### src/rtl/alu_issue_stage.sv
// ID/EX issue stage for the 32-bit ALU: decodes RV32I op fields into G_Select, forwards
// operands and registers them behind a valid/ready handshake with load-use bubble insertion.
module alu_issue_stage #(
    parameter int XLEN   = 32,
    parameter int REG_AW = 5
) (
    input  logic              clk,
    input  logic              rst,
    input  logic              flush,
    input  logic              in_valid,
    output logic              in_ready,
    input  logic [6:0]        in_opcode,
    input  logic [2:0]        in_funct3,
    input  logic              in_funct7b5,
    input  logic [XLEN-1:0]   in_pc,
    input  logic [XLEN-1:0]   in_imm,
    input  logic [REG_AW-1:0] in_rs1_addr,
    input  logic [REG_AW-1:0] in_rs2_addr,
    input  logic [REG_AW-1:0] in_rd_addr,
    input  logic [XLEN-1:0]   in_rs1_data,
    input  logic [XLEN-1:0]   in_rs2_data,
    input  logic              mem_fwd_valid,
    input  logic [REG_AW-1:0] mem_fwd_rd,
    input  logic [XLEN-1:0]   mem_fwd_data,
    input  logic              wb_fwd_valid,
    input  logic [REG_AW-1:0] wb_fwd_rd,
    input  logic [XLEN-1:0]   wb_fwd_data,
    output logic              out_valid,
    input  logic              out_ready,
    output logic [2:0]        alu_g_select,
    output logic [XLEN-1:0]   alu_a,
    output logic [XLEN-1:0]   alu_b,
    output logic [REG_AW-1:0] out_rd,
    output logic              out_reg_write,
    output logic              out_is_load,
    output logic              out_is_store,
    output logic [XLEN-1:0]   out_store_data,
    output logic              out_illegal
);

    localparam logic [6:0] OPC_OP     = 7'b0110011;
    localparam logic [6:0] OPC_OP_IMM = 7'b0010011;
    localparam logic [6:0] OPC_LOAD   = 7'b0000011;
    localparam logic [6:0] OPC_STORE  = 7'b0100011;
    localparam logic [6:0] OPC_JALR   = 7'b1100111;
    localparam logic [6:0] OPC_LUI    = 7'b0110111;
    localparam logic [6:0] OPC_AUIPC  = 7'b0010111;

    // state  | meaning
    // EMPTY  | output register holds nothing valid
    // FULL   | output register holds an instruction for execute
    // BUBBLE | one dead cycle while a load result becomes forwardable
    typedef enum logic [1:0] {S_EMPTY, S_FULL, S_BUBBLE} state_t;

    state_t state_q, state_d;

    logic [XLEN-1:0] rs1_fwd, rs2_fwd;
    logic [2:0]      dec_g;
    logic            dec_illegal, dec_is_load, dec_is_store, dec_reads_rs1, dec_reads_rs2;
    logic [XLEN-1:0] dec_a, dec_b;
    logic            hazard, accept;

    logic [2:0]        alu_g_select_q, alu_g_select_d;
    logic [XLEN-1:0]   alu_a_q, alu_a_d, alu_b_q, alu_b_d, out_store_data_q, out_store_data_d;
    logic [REG_AW-1:0] out_rd_q, out_rd_d;
    logic              out_reg_write_q, out_reg_write_d;
    logic              out_is_load_q, out_is_load_d;
    logic              out_is_store_q, out_is_store_d;
    logic              out_illegal_q, out_illegal_d;

    // MEM beats WB beats the register file; x0 is hardwired to zero
    assign rs1_fwd = (in_rs1_addr == '0) ? '0 :
                     (mem_fwd_valid && mem_fwd_rd == in_rs1_addr) ? mem_fwd_data :
                     (wb_fwd_valid && wb_fwd_rd == in_rs1_addr) ? wb_fwd_data : in_rs1_data;
    assign rs2_fwd = (in_rs2_addr == '0) ? '0 :
                     (mem_fwd_valid && mem_fwd_rd == in_rs2_addr) ? mem_fwd_data :
                     (wb_fwd_valid && wb_fwd_rd == in_rs2_addr) ? wb_fwd_data : in_rs2_data;

    always_comb begin
        dec_g         = 3'b000;
        dec_illegal   = 1'b0;
        dec_is_load   = 1'b0;
        dec_is_store  = 1'b0;
        dec_reads_rs1 = 1'b1;
        dec_reads_rs2 = 1'b0;
        dec_a         = rs1_fwd;
        dec_b         = in_imm;
        case (in_opcode)
            OPC_OP: begin
                dec_reads_rs2 = 1'b1;
                dec_b         = rs2_fwd;
                case (in_funct3)
                    3'b000:  dec_g = {2'b00, in_funct7b5};
                    3'b100:  dec_g = 3'b010;
                    3'b110:  dec_g = 3'b100;
                    3'b111:  dec_g = 3'b110;
                    default: dec_illegal = 1'b1;
                endcase
            end
            OPC_OP_IMM: begin
                case (in_funct3)
                    3'b000:  dec_g = 3'b000;
                    3'b100:  dec_g = 3'b010;
                    3'b110:  dec_g = 3'b100;
                    3'b111:  dec_g = 3'b110;
                    default: dec_illegal = 1'b1;
                endcase
            end
            OPC_LOAD:  dec_is_load = 1'b1;
            OPC_STORE: begin
                dec_is_store  = 1'b1;
                dec_reads_rs2 = 1'b1;
            end
            OPC_JALR: dec_g = 3'b000;
            OPC_LUI: begin
                dec_reads_rs1 = 1'b0;
                dec_a         = '0;
            end
            OPC_AUIPC: begin
                dec_reads_rs1 = 1'b0;
                dec_a         = in_pc;
            end
            default: dec_illegal = 1'b1;
        endcase
    end

    assign hazard = (state_q == S_FULL) && out_is_load_q && (out_rd_q != '0) &&
                    ((dec_reads_rs1 && in_rs1_addr == out_rd_q) ||
                     (dec_reads_rs2 && in_rs2_addr == out_rd_q));

    always_ff @(posedge clk) begin
        if (rst) begin
            state_q <= S_EMPTY;
        end else begin
            state_q <= state_d;
        end
    end

    always_comb begin
        state_d = state_q;
        case (state_q)
            S_EMPTY: if (accept) state_d = S_FULL;
            S_FULL: begin
                if (out_ready) begin
                    if (accept)                  state_d = S_FULL;
                    else if (in_valid && hazard) state_d = S_BUBBLE;
                    else                         state_d = S_EMPTY;
                end
            end
            S_BUBBLE: state_d = S_EMPTY;
            default:  state_d = S_EMPTY;
        endcase
        if (flush) state_d = S_EMPTY;
    end

    always_comb begin
        out_valid = (state_q == S_FULL);
        in_ready  = (state_q != S_BUBBLE) && (!out_valid || out_ready) && !hazard && !flush;
        accept    = in_valid && in_ready;
    end

    always_comb begin
        alu_g_select_d   = alu_g_select_q;
        alu_a_d          = alu_a_q;
        alu_b_d          = alu_b_q;
        out_rd_d         = out_rd_q;
        out_reg_write_d  = out_reg_write_q;
        out_is_load_d    = out_is_load_q;
        out_is_store_d   = out_is_store_q;
        out_store_data_d = out_store_data_q;
        out_illegal_d    = out_illegal_q;
        if (accept) begin
            alu_g_select_d   = dec_illegal ? 3'b000 : dec_g;
            alu_a_d          = dec_a;
            alu_b_d          = dec_b;
            out_rd_d         = in_rd_addr;
            out_reg_write_d  = !dec_illegal && !dec_is_store && (in_rd_addr != '0);
            out_is_load_d    = dec_is_load;
            out_is_store_d   = dec_is_store;
            out_store_data_d = rs2_fwd;
            out_illegal_d    = dec_illegal;
        end
    end

    always_ff @(posedge clk) begin
        if (rst) begin
            alu_g_select_q   <= '0;
            alu_a_q          <= '0;
            alu_b_q          <= '0;
            out_rd_q         <= '0;
            out_reg_write_q  <= 1'b0;
            out_is_load_q    <= 1'b0;
            out_is_store_q   <= 1'b0;
            out_store_data_q <= '0;
            out_illegal_q    <= 1'b0;
        end else begin
            alu_g_select_q   <= alu_g_select_d;
            alu_a_q          <= alu_a_d;
            alu_b_q          <= alu_b_d;
            out_rd_q         <= out_rd_d;
            out_reg_write_q  <= out_reg_write_d;
            out_is_load_q    <= out_is_load_d;
            out_is_store_q   <= out_is_store_d;
            out_store_data_q <= out_store_data_d;
            out_illegal_q    <= out_illegal_d;
        end
    end

    assign alu_g_select   = alu_g_select_q;
    assign alu_a          = alu_a_q;
    assign alu_b          = alu_b_q;
    assign out_rd         = out_rd_q;
    assign out_reg_write  = out_reg_write_q;
    assign out_is_load    = out_is_load_q;
    assign out_is_store   = out_is_store_q;
    assign out_store_data = out_store_data_q;
    assign out_illegal    = out_illegal_q;

endmodule

### config.mk
export PLATFORM = sky130hd
export DESIGN_NAME = alu_issue_stage
export DESIGN_NICKNAME = d
export VERILOG_FILES = /design/src/rtl/alu_issue_stage.sv
export SDC_FILE = /design/constraint.sdc
export NUM_CORES = 1
export LEC_CHECK = 0
export BUFFER_PORTS_ARGS = -buffer_cell sky130_fd_sc_hd__buf_2
export CORE_UTILIZATION = 44
export CTS_BUF_LIST = sky130_fd_sc_hd__clkbuf_2 sky130_fd_sc_hd__clkbuf_4 sky130_fd_sc_hd__clkbuf_8
export DETAILED_ROUTE_END_ITERATION = 10
export PLACE_DENSITY = 0.77
export SETUP_SLACK_MARGIN = 0.02
export SLEW_MARGIN = 15
export SYNTH_ARGS = -nofsm -noshare
export SYNTH_HDL_FRONTEND = slang
export SYNTH_SLANG_ARGS = --single-unit
### constraint.sdc
create_clock -name clk -period 2.1 [get_ports clk]
set_clock_uncertainty 0.1 [all_clocks]
set_input_delay 0.105 -clock clk [delete_from_list [all_inputs] [get_ports clk]]
set_output_delay 0.105 -clock clk [all_outputs]
set_load 0.02 [all_outputs]
Yosys cells after proc, flatten, opt, wreduce, memory -nomap -nowiden
Cells that the tools add are included.

Eq/ne operators: 20. Muxes and demuxes: 23. Reduce and logical (&&, ||, !) cells: 36.

Operators with widths (count): 32-bit 2-to-1 mux (7); 32-bit one-hot mux with 2 select lines (1); 5-bit equality test (6); 7-bit by 6-bit equality test with 1-bit output (second input constant) (3); 1-bit logical AND (16); 7-bit by 5-bit equality test with 1-bit output (second input constant) (2); 3-bit one-hot mux with 4 select lines (1); 5-bit zero test (2); 5-bit nonzero test (2); 3-bit equality test (second input constant) (3); 3-bit one-hot mux with 3 select lines (1); 2-bit 2-to-1 mux (4); 2-bit OR reduction (4); 7-bit by 2-bit equality test with 1-bit output (second input constant) (1); 7-bit equality test (second input constant) (1); 3-bit one-hot mux with 2 select lines (1); 1-bit zero test (5); 1-bit 2-to-1 mux (5); 5-bit OR reduction (1); 2-bit inequality test (second input constant) (2); 2-bit one-hot mux with 2 select lines (1); 4-bit OR reduction (1); 3-bit zero test (1); 3-bit 2-to-1 mux (1); other kinds (6) (7).

Register bits after elaboration: 110. Input port bits: 235. Output and inout port bits: 110. Logic and storage cells: 89.

Depth between registers and ports, before layout
Gate-level depths: netlist of run 1.

Depth after elaboration: 13. Mapped depth: 9. Mapped depth without buffers: 6.

Least setup slack after synthesis of run 1
OpenSTA, ideal clock, no wires.

Path type: register -> register. From: register out_rd_q[4] (netlist: out_rd[4]). To: register out_store_data_q[18] (netlist: out_store_data[18]). Setup time: 0.121 ns. Arrival time: 2.062 ns. Data required time: 1.879 ns. Path slack: -0.182 ns. Stages on the path, launching flop included: 8. Path buffers: 1. Period minus slack after synthesis: 2.282 ns. Path through: dfxtp_1 > xnor2_1 > nand3_1 > or4_4 > a21o_2 > nand2_4 > buf_6 > mux2_2.

Longest elaborated chain between the ends: 8. Elaborated cells between the ends (all ways): 12. Those cells by class: eq/ne (2); reduce/logical (10).

RTL lines: from (decl) (line 65) `logic [REG_AW-1:0] out_rd_q, out_rd_d;`; from (signal assigned) (line 200) `out_rd_q <= out_rd_d;`; 5-bit equality test, on equally long branches (line 128, 129); 1-bit logical AND, on equally long branches (line 128, 129); 1-bit logical OR (line 128) `((dec_reads_rs1 && in_rs1_addr == out_rd_q) ||`; 1-bit logical AND * (line 127) `assign hazard = (state_q == S_FULL) && out_is_load_q && (out_rd_q != '0) &&`; 1-bit zero test * (line 158) `in_ready = (state_q != S_BUBBLE) && (!out_valid || out_ready) && !hazard && !flush;`; 1-bit logical AND * (2 in series) (line 158); 1-bit logical AND * (line 159) `accept = in_valid && in_ready;`; to (signal assigned) (line 204) `out_store_data_q <= out_store_data_d;`; to (decl) (line 64) `logic [XLEN-1:0] alu_a_q, alu_a_d, alu_b_q, alu_b_d, out_store_data_q, out_store_data_d;`.

Mark *: on every way between the ends. The rest lies on a longest branch, timed or not. A chain may end at the register's enable or synchronous reset.

Worst setup path in the final report of run 1
From: register out_rd_q[3] (netlist: out_rd[3]). To: register out_store_data_q[14] (netlist: out_store_data[14]).

The elaborated chain is that of the path after synthesis.

==> results of run 1 <==
repair_timing:
action | 4_1_cts | 5_1_grt
hold buffers | 35 | 0
gates cloned | 4 | 6
pin swaps | 4 | 22
gates resized for setup | 41 | 54
setup buffers | 7 | 6
setup endpoints to repair | 108 | 111
hold endpoints to repair | 35 | 0
layout make-up:
class                           count  area (µm²)  area share, %
Timing Repair Buffer              467        3190           28.8
Inverter                           64         240           2.17
Antenna cell                        2        5.00         0.0452
Clock buffer                       12         159           1.43
Multi-Input combinational cell    600        4940           44.5
Tap cell                          220         275           2.48
Sequential cell                   110        2220           20.0
Clock inverter                      4        52.6          0.474
synthesized netlist by cell type (5+ instances only):
master / instances / area, µm²
a211o_1: 36 / 315
a211oi_1: 65 / 488
a21oi_1: 14 / 70.1
a221oi_2: 62 / 931
a311o_1: 29 / 290
a31oi_1: 29 / 181
buf_2: 13 / 65.1
buf_4: 5 / 37.5
buf_6: 16 / 180
clkbuf_1: 53 / 199
dfxtp_1: 110 / 2200
inv_1: 64 / 240
mux2_1: 7 / 78.8
mux2_2: 25 / 282
mux2i_1: 35 / 350
nand2_1: 64 / 240
nand2b_1: 8 / 50.1
nand3_1: 11 / 55.1
nand4_1: 5 / 31.3
nor2_1: 70 / 263
nor2b_1: 35 / 219
nor4_1: 5 / 31.3
o21ai_0: 42 / 210
or4_1: 5 / 37.5
xnor2_1: 13 / 114
xor2_1: 17 / 149
layer usage:
metal	global-route usage (%)	wire, µm
met1	37.2	11400
met5	0	0
met2	55.1	14600
met4	16.6	1160
met3	4.56	2480
worst register-to-register path, cell delays in order, from the launching register on:
cell,delay [ns]
dfxtp_4,0.38
buf_4,0.13
xor2_1,0.15
nor3_1,0.30
nand4_1,0.22
a21o_4,0.27
buf_6,0.13
nand2_8,0.14
clkbuf_16,0.21
mux2_4,0.30
stage by stage:
| stage | worst slack [ns] | TNS (ns) |
|---|---|---|
| floorplan | 0.0166 | 0 |
| global placement | -0.173 | -11.42 |
| detailed placement | -0.221 | -15.59 |
| CTS | -0.289 | -24.02 |
| global route | -0.390 | -37.21 |
| finish | -0.328 | -29.38 |
registers in the layout, summed over array words and instances (netlist names):
register / flops
alu_g_select: 3
alu_b: 32
out_illegal: 1
out_is_load: 1
alu_a: 32
out_rd: 5
state_q: 2
out_is_store: 1
out_reg_write: 1
out_store_data: 32
power by group through the flow:
stage	combinational, mW	clock (mW)	sequential [mW]
2_1_floorplan	0.617	0	2.48
3_3_place_gp	1.35	0	2.33
3_5_place_dp	1.37	0	2.33
4_1_cts	1.49	1.43	2.28
5_1_grt	1.67	1.51	2.30
6_report	1.58	1.43	2.29
worst max path at each step:
stage	from	endpoint	cells past startpoint	slack (ns)
2_1_floorplan	out_rd[1]	out_store_data[18]	6	0.02
3_3_place_gp	in_opcode[3]	out_store_data[15]	8	-0.17
3_5_place_dp	in_opcode[3]	alu_b[17]	9	-0.22
4_1_cts	out_rd[2]	in_ready	7	-0.29
5_1_grt	out_rd[2]	in_ready	7	-0.39
6_report	out_rd[3]	out_store_data[14]	9	-0.33
kinds of logic after synthesis:
logic type                share of synthesized area [%]
AOI/OAI and AO/OA                                  34.5
xor gates and xnor gates                           3.50
buffers and inverters                              9.71
DFF                                                29.3
muxes                                              9.46
and+or+nand+nor                                    13.6
==> run summary, run 1 <==
The first detailed-routing pass ran for 6 iterations. The detail route stage leaves a number of antenna-violating nets equal to 0. After the last flow step, the layout net total stands at 1487.

The clock network burns 27.0% of the power. The maximum frequency from static timing analysis was 412 MHz. The total of warnings raised by yosys is 0. The die is 133 µm tall.

The combinational share of power was 29.8%. Input and output buffers added on the ports amount to 344. The checks that failed: negative hold slack, negative setup slack. Of the cells placed in the final design, the portion with a size suffix greater than 1 is 46.5%. The final worst slack came out at -0.328 ns. From left edge to right edge, the die measures 133 µm. Start point of the worst hold path: in_funct3[2].

The wire length of the first global-routing pass is 43600 µm. Entering global routing, the biggest net connects 63 pins. Data on the critical path is required at its endpoint by 2.28 ns. For this block, the routed nets add up to 29700 µm of wire.

Counting flops and latches in the post-synthesis netlist gives 110. The worst-path maximum fanout is 8, and the number of design-rule violations left by the first detailed-router iteration is 662. Most common cell after layout, fill and taps aside: buf_2.

The endpoint of the worst register-to-register path was out_store_data[14]. Row generation in the floorplan step produced 47 rows. Headroom to the max-slew limit came out at 63.4%. The switching portion of total power was 32.1%.

In the layout the commonest cells are 342 x buf_2, 105 x dfxtp_1, 66 x nor2_1, 64 x inv_1. The cell with the biggest individual delay on the critical path is dfxtp_4. Counting both buffers and inverters, the worst setup path holds a total of 3. Routability-driven placement finished with a final weighted congestion of 0.888. For the post-route standard cell area excluding fillers, the log shows 0.0111 mm².

STA classifies the critical path startpoint as a register. The run gives 8398 as the number of global-route vias before repair. TritonCTS built the clock tree. The worst hold path terminates at alu_g_select[2].

The tree is rooted in a clkbuf_8. The total of fill cells in the finished design was 1348; the maximum clock path buffer count was 2. The core utilization of the finished layout was 66.6%. The region available for standard cell placement spans 0.0166 mm².

The worst path uses 116% of the clock period. For this run, the leading register cell type out of synthesis is dfxtp_1. In this run the cell area of the synthesized design comes to 0.00751 mm². The run finished, with violations left. For flop-to-flop paths, the worst setup slack is -0.33 ns. The detailed router placed 8715 vias in this run.

In this run the worst hold path is classified as in -> reg. Along the worst hold path, the cell count comes to 5. In this run the static leakage power is 4.91 nW.

The number of failing setup endpoints in the final timing report came out at 111. Counting distinct cell types in the post-synthesis netlist gives 47. For the arrival time of data at the critical path endpoint, the log shows 2.61 ns. The floorplan step defined a die boundary enclosing 0.0176 mm².

Final non-filler cell total: 1479. Synthesis produced a netlist whose cell count is 863. Power spread over the standard cell area amounts to 478 mW/mm². Counting cells, the worst reg-to-reg path comes to 9. The run gives 0 as the final-report max-slew violation count. CTS built an H-tree with a depth of 3.

Walking the worst path, the cells encountered are buf_4 > xor2_1 > nor3_1 > nand4_1 > a21o_4 > buf_6 > nand2_8 > clkbuf_16 > mux2_4. The critical path in this run is classified as reg -> reg. The biggest cell delay along the critical path is 0.38 ns. For the final hold violation count, the log shows 1. STA classifies the critical path endpoint as a register. After detailed placement, the total cell area comes to 0.00978 mm². The number of enable-type register cells in the synthesized netlist is 0. The maximum resistive drop on vdd came out at 0.394 mV.

Dividing the detail-routed wire length by the instance count gives 20.1 µm. Relative to the synthesized area, the layout overhead comes to 47.5%. In this run, flip-flops and latches consume 43.2% of the power.

The total chip power came out at 5.29 mW. Cell internal power was estimated by the tool at 3.59 mW. The clock-pin slew on the worst setup and hold paths was 0.11 ns. Startpoint of the worst-slack reg-to-reg timing path: out_rd[3]. The logs give 1098 for the net count after synthesis and 2 for the number of antenna violations at the first check in global routing. Setup repair after global routing could not meet its margin everywhere. The initial utilization of the core area, before any placement, comes to 45.1%. The tools report the number of remaining DRC errors as 0. The net switching power figure was 1.70 mW. After global routing the overflow that remains totals 0. The run gives 0 as the max-capacitance violation count. The via density per instance is 5.89.

At the pin with the least slew margin, the transition time is 0.548 ns. For this run, asynchronously set or reset flops after synthesis account for 0%. The synthesized area divided by synthesized cell count was 8.70 µm².

The number of clock buffers added by TritonCTS is 9. 345 I/O pins were placed. The tree built by TritonCTS fans out to 110 sinks.

The worst-case hold slack was -0.00166 ns; the total instance count after detailed placement was 1403. The kind of cell adding the most delay to the critical path is simple AND/OR/NAND/NOR gates. The worst path in the final design needs a cycle of 2.43 ns, including I/O delays and setup. The logs give 29.3% for the sequential cell area fraction in the yosys report and 31.5% for the global router's overall resource usage.

The logs give 20000 µm for the placed wire-length estimate and 0.39 ns for the later-pin clock latency in the skew report.
No activity file was read; power rests on OpenSTA's default activity.
==> run 2: changes to the inputs <==
- PLACE_DENSITY: 0.77 -> 0.8
==> run 2 against run 1 <==
  * The run ends with negative setup slack left
  * Worst setup slack better by 0.077 ns
  * Critical path depth down 1
  * Non-clock buffer count up 14
  * First-iteration DRC count up 2.0%
  * Power up 1.2%
  * Maximum frequency up 3.3%
  * Via count up 1.5%
  * Global-route usage up 0.65 points
==> run summary, run 2 (synthesized netlist as in run 1, its figures left out) <==
The later-pin clock latency in the skew report was 0.38 ns. The height of the chip was 133 µm; the final worst slack was -0.251 ns. In the final timing run, aggregate negative setup slack is -20.95 ns. Combinational logic is responsible for 29.6% of the overall power. Share of total power in sequential cells: 42.6%. The checks that failed: negative setup slack.

The via density per instance was 5.92; the worst-path maximum fanout was 9. The die extent in x came out at 133 µm. The most common cell after layout, fill and taps aside is buf_2. Data on the critical path arrives at its endpoint at 2.54 ns. In this run the critical register-to-register path is launched from out_rd[4]. The final layout contains routed wiring with a total length of 30200 µm. Once placement completed, the tool counted placed cells totaling 1406.

For this block, the initial DRC count from the detailed router was 675. The area growth from synthesis to layout is 48.3%. The count of nets left with antenna violations once routing finished came out at 0.

The logs give 32.1% for the global router's overall resource usage and 27.8% for the part of the power in the clock network. CTS buffer count: 9. The library cells used most frequently in the layout, excluding fill and tap cells, are 342 x buf_2, 105 x dfxtp_1, 66 x nor2_1, 64 x inv_1.

The setup check on the worst reg-to-reg path leaves a slack of -0.25 ns. The tools report the total number of H-tree levels as 3. For the worst setup path, the data required time is 2.29 ns.

For the finished layout, the period the worst path requires is 2.35 ns. The clock passes through at most 2 buffers. The switching portion of total power was 32.0%. The final-report max-slew violation count is 0. The flow ran to the end, but the final reports show violations. Routability-driven placement finished with a final weighted congestion of 0.919. The first TritonRoute pass finished after 5 iterations. Setup repair after global routing could not meet its margin everywhere. The share of cells above drive strength 1 is 45.5%. The cell count of the worst hold path is 3, and the starting density of the core is 45.1%. The number of placement rows is 47.

The power per cell area is 481 mW/mm², and the total of fill cells in the finished design is 1314. The tools report the wire length of the first global-routing pass as 44500 µm. The tools report the placed wire-length estimate as 20000 µm. TritonCTS built the clock tree.

The floorplan step defined a die boundary enclosing 0.0176 mm². Summing over every cut layer, the via total after detailed routing is 8845. The run gives 0 as the total overflow reported by the global router. Setup violations remaining at the end of the flow were counted as 108. The worst setup path is launched from a register. In this run the worst setup path begins at out_rd[4]. The tools report the capture endpoint of the worst hold path as alu_a[1]. In this run the count of I/O pins placed on the die edge is 345. The number of remaining DRC errors is 0.

CTS placed an instance of clkbuf_8 at the clock tree root. The internal power of the cells totals 3.64 mW. Port buffering added 344 buffers. For the final hold violation count, the log shows 0. In this run the worst hold path is classified as in -> reg. The worst hold path begins at in_pc[1]. The tools report the number of global-route vias before repair as 8618. The net switching power figure came out at 1.71 mW.

Count of cells along the worst register-to-register path: 8. The tools report the maximum frequency from static timing analysis as 425 MHz. The share of the clock period used by the worst path was 112%. The design draws 5.36 mW. Number of antenna violations at the first check in global routing: 2. After clock tree synthesis, the clock-pin slew on the worst setup and hold paths is 0.11 ns.

The core region is 0.0166 mm². Entering global routing, the biggest net connects 61 pins. For the total leakage power, the log shows 4.95 nW. The critical path is of the reg -> reg type. The endpoint type of the worst setup path is a register. The worst pin sits at a relative slew slack of 65.4%. The maximum resistive drop on vdd is 0.415 mV. In the final routed layout, each cell accounts on average for 20.2 µm. The logs give 0 for the max-capacitance violation count and 1501 for the number of nets at the end of the flow. The endpoint identified for the worst register-to-register timing path is out_store_data[20]. The transition time at the pin with the least slew margin was 0.518 ns; the sink count of the clock tree was 110. The count of cells in the finished layout, fillers not included, comes to 1493.
==> run 2: changes by cell type in the layout (fill, tap and decap cells not counted), sizes merged <==
cell and delta:
bufinv +1, clkbuf -1, clkinv +1, clkinvlp +1
dlygate4sd3 +13, inv -1
==> run 2: layer usage <==
metal | routed length [µm] | vias up | global-route usage (%)
met5 | 0 | - | 0
met4 | 1330 | 0 | 17.8
met3 | 2450 | 95 | 5.86
met2 | 14800 | 553 | 56.0
met1 | 11600 | 4174 | 37.0
li1 | - | 4023 | -
==> run 2: what timing repair did <==
action | in CTS | in global routing
hold buffers | 45 | 3
cloned | 1 | 8
resized for setup | 56 | 24
endpoints found under the hold margin | 43 | 3
buffers inserted | 10 | 2
endpoints found under the setup margin | 102 | 111
pin swaps | 9 | 22
==> run 2: how the worst max path moves through the flow <==
stage / to / slack, ns / depth (start not counted)
after floorplan: out_store_data[18] / 0.02 / 6
after CTS: in_ready / -0.26 / 7
after global routing: alu_a[14] / -0.35 / 9
after global placement: alu_b[2] / -0.05 / 8
final: out_store_data[20] / -0.25 / 8
after detailed placement: state_q[0] / -0.1 / 7
==> run 2: power groups by stage <==
stage / registers, mW / logic (mW) / clock network, mW
6_report: 2.28 / 1.59 / 1.49
5_1_grt: 2.29 / 1.68 / 1.58
4_1_cts: 2.28 / 1.51 / 1.50
3_5_place_dp: 2.33 / 1.39 / 0
3_3_place_gp: 2.32 / 1.37 / 0
2_1_floorplan: 2.48 / 0.617 / 0
==> run 2: layout make-up <==
type	count	area (µm²)	area share, %
Sequential cell	110	2220	19.9
Clock inverter	6	86.3	0.775
Tap cell	220	275	2.47
Inverter	64	240	2.16
Timing Repair Buffer	481	3310	29.7
Multi-Input combinational cell	600	4870	43.7
Antenna cell	2	5.00	0.0449
Clock buffer	10	131	1.18
==> run 2: worst max-delay path, cell delays in order, from the launching register on <==
cell and delay, ns:
dfxtp_4 0.37, xnor2_2 0.15, nand3_1 0.12, or4_4 0.51
a21o_4 0.23, buf_6 0.12, nand2_8 0.14, buf_12 0.17
mux2_2 0.33
==> run 2: through the flow <==
stage | util [%] | setup slack [ns] | instance area, µm² | hold WS, ns
final | 66.9 | -0.251 | 11100 | 0.00357
after global routing | 66.9 | -0.354 | 11100 | 0.00167
after CTS | 64.9 | -0.264 | 10800 | 0.000540
after detailed placement | 59.1 | -0.0996 | 9830 | 0.232
after global placement | 59.1 | -0.0541 | 9830 | 0.223
after floorplan | - | 0.0166 | 7530 | 0.0805
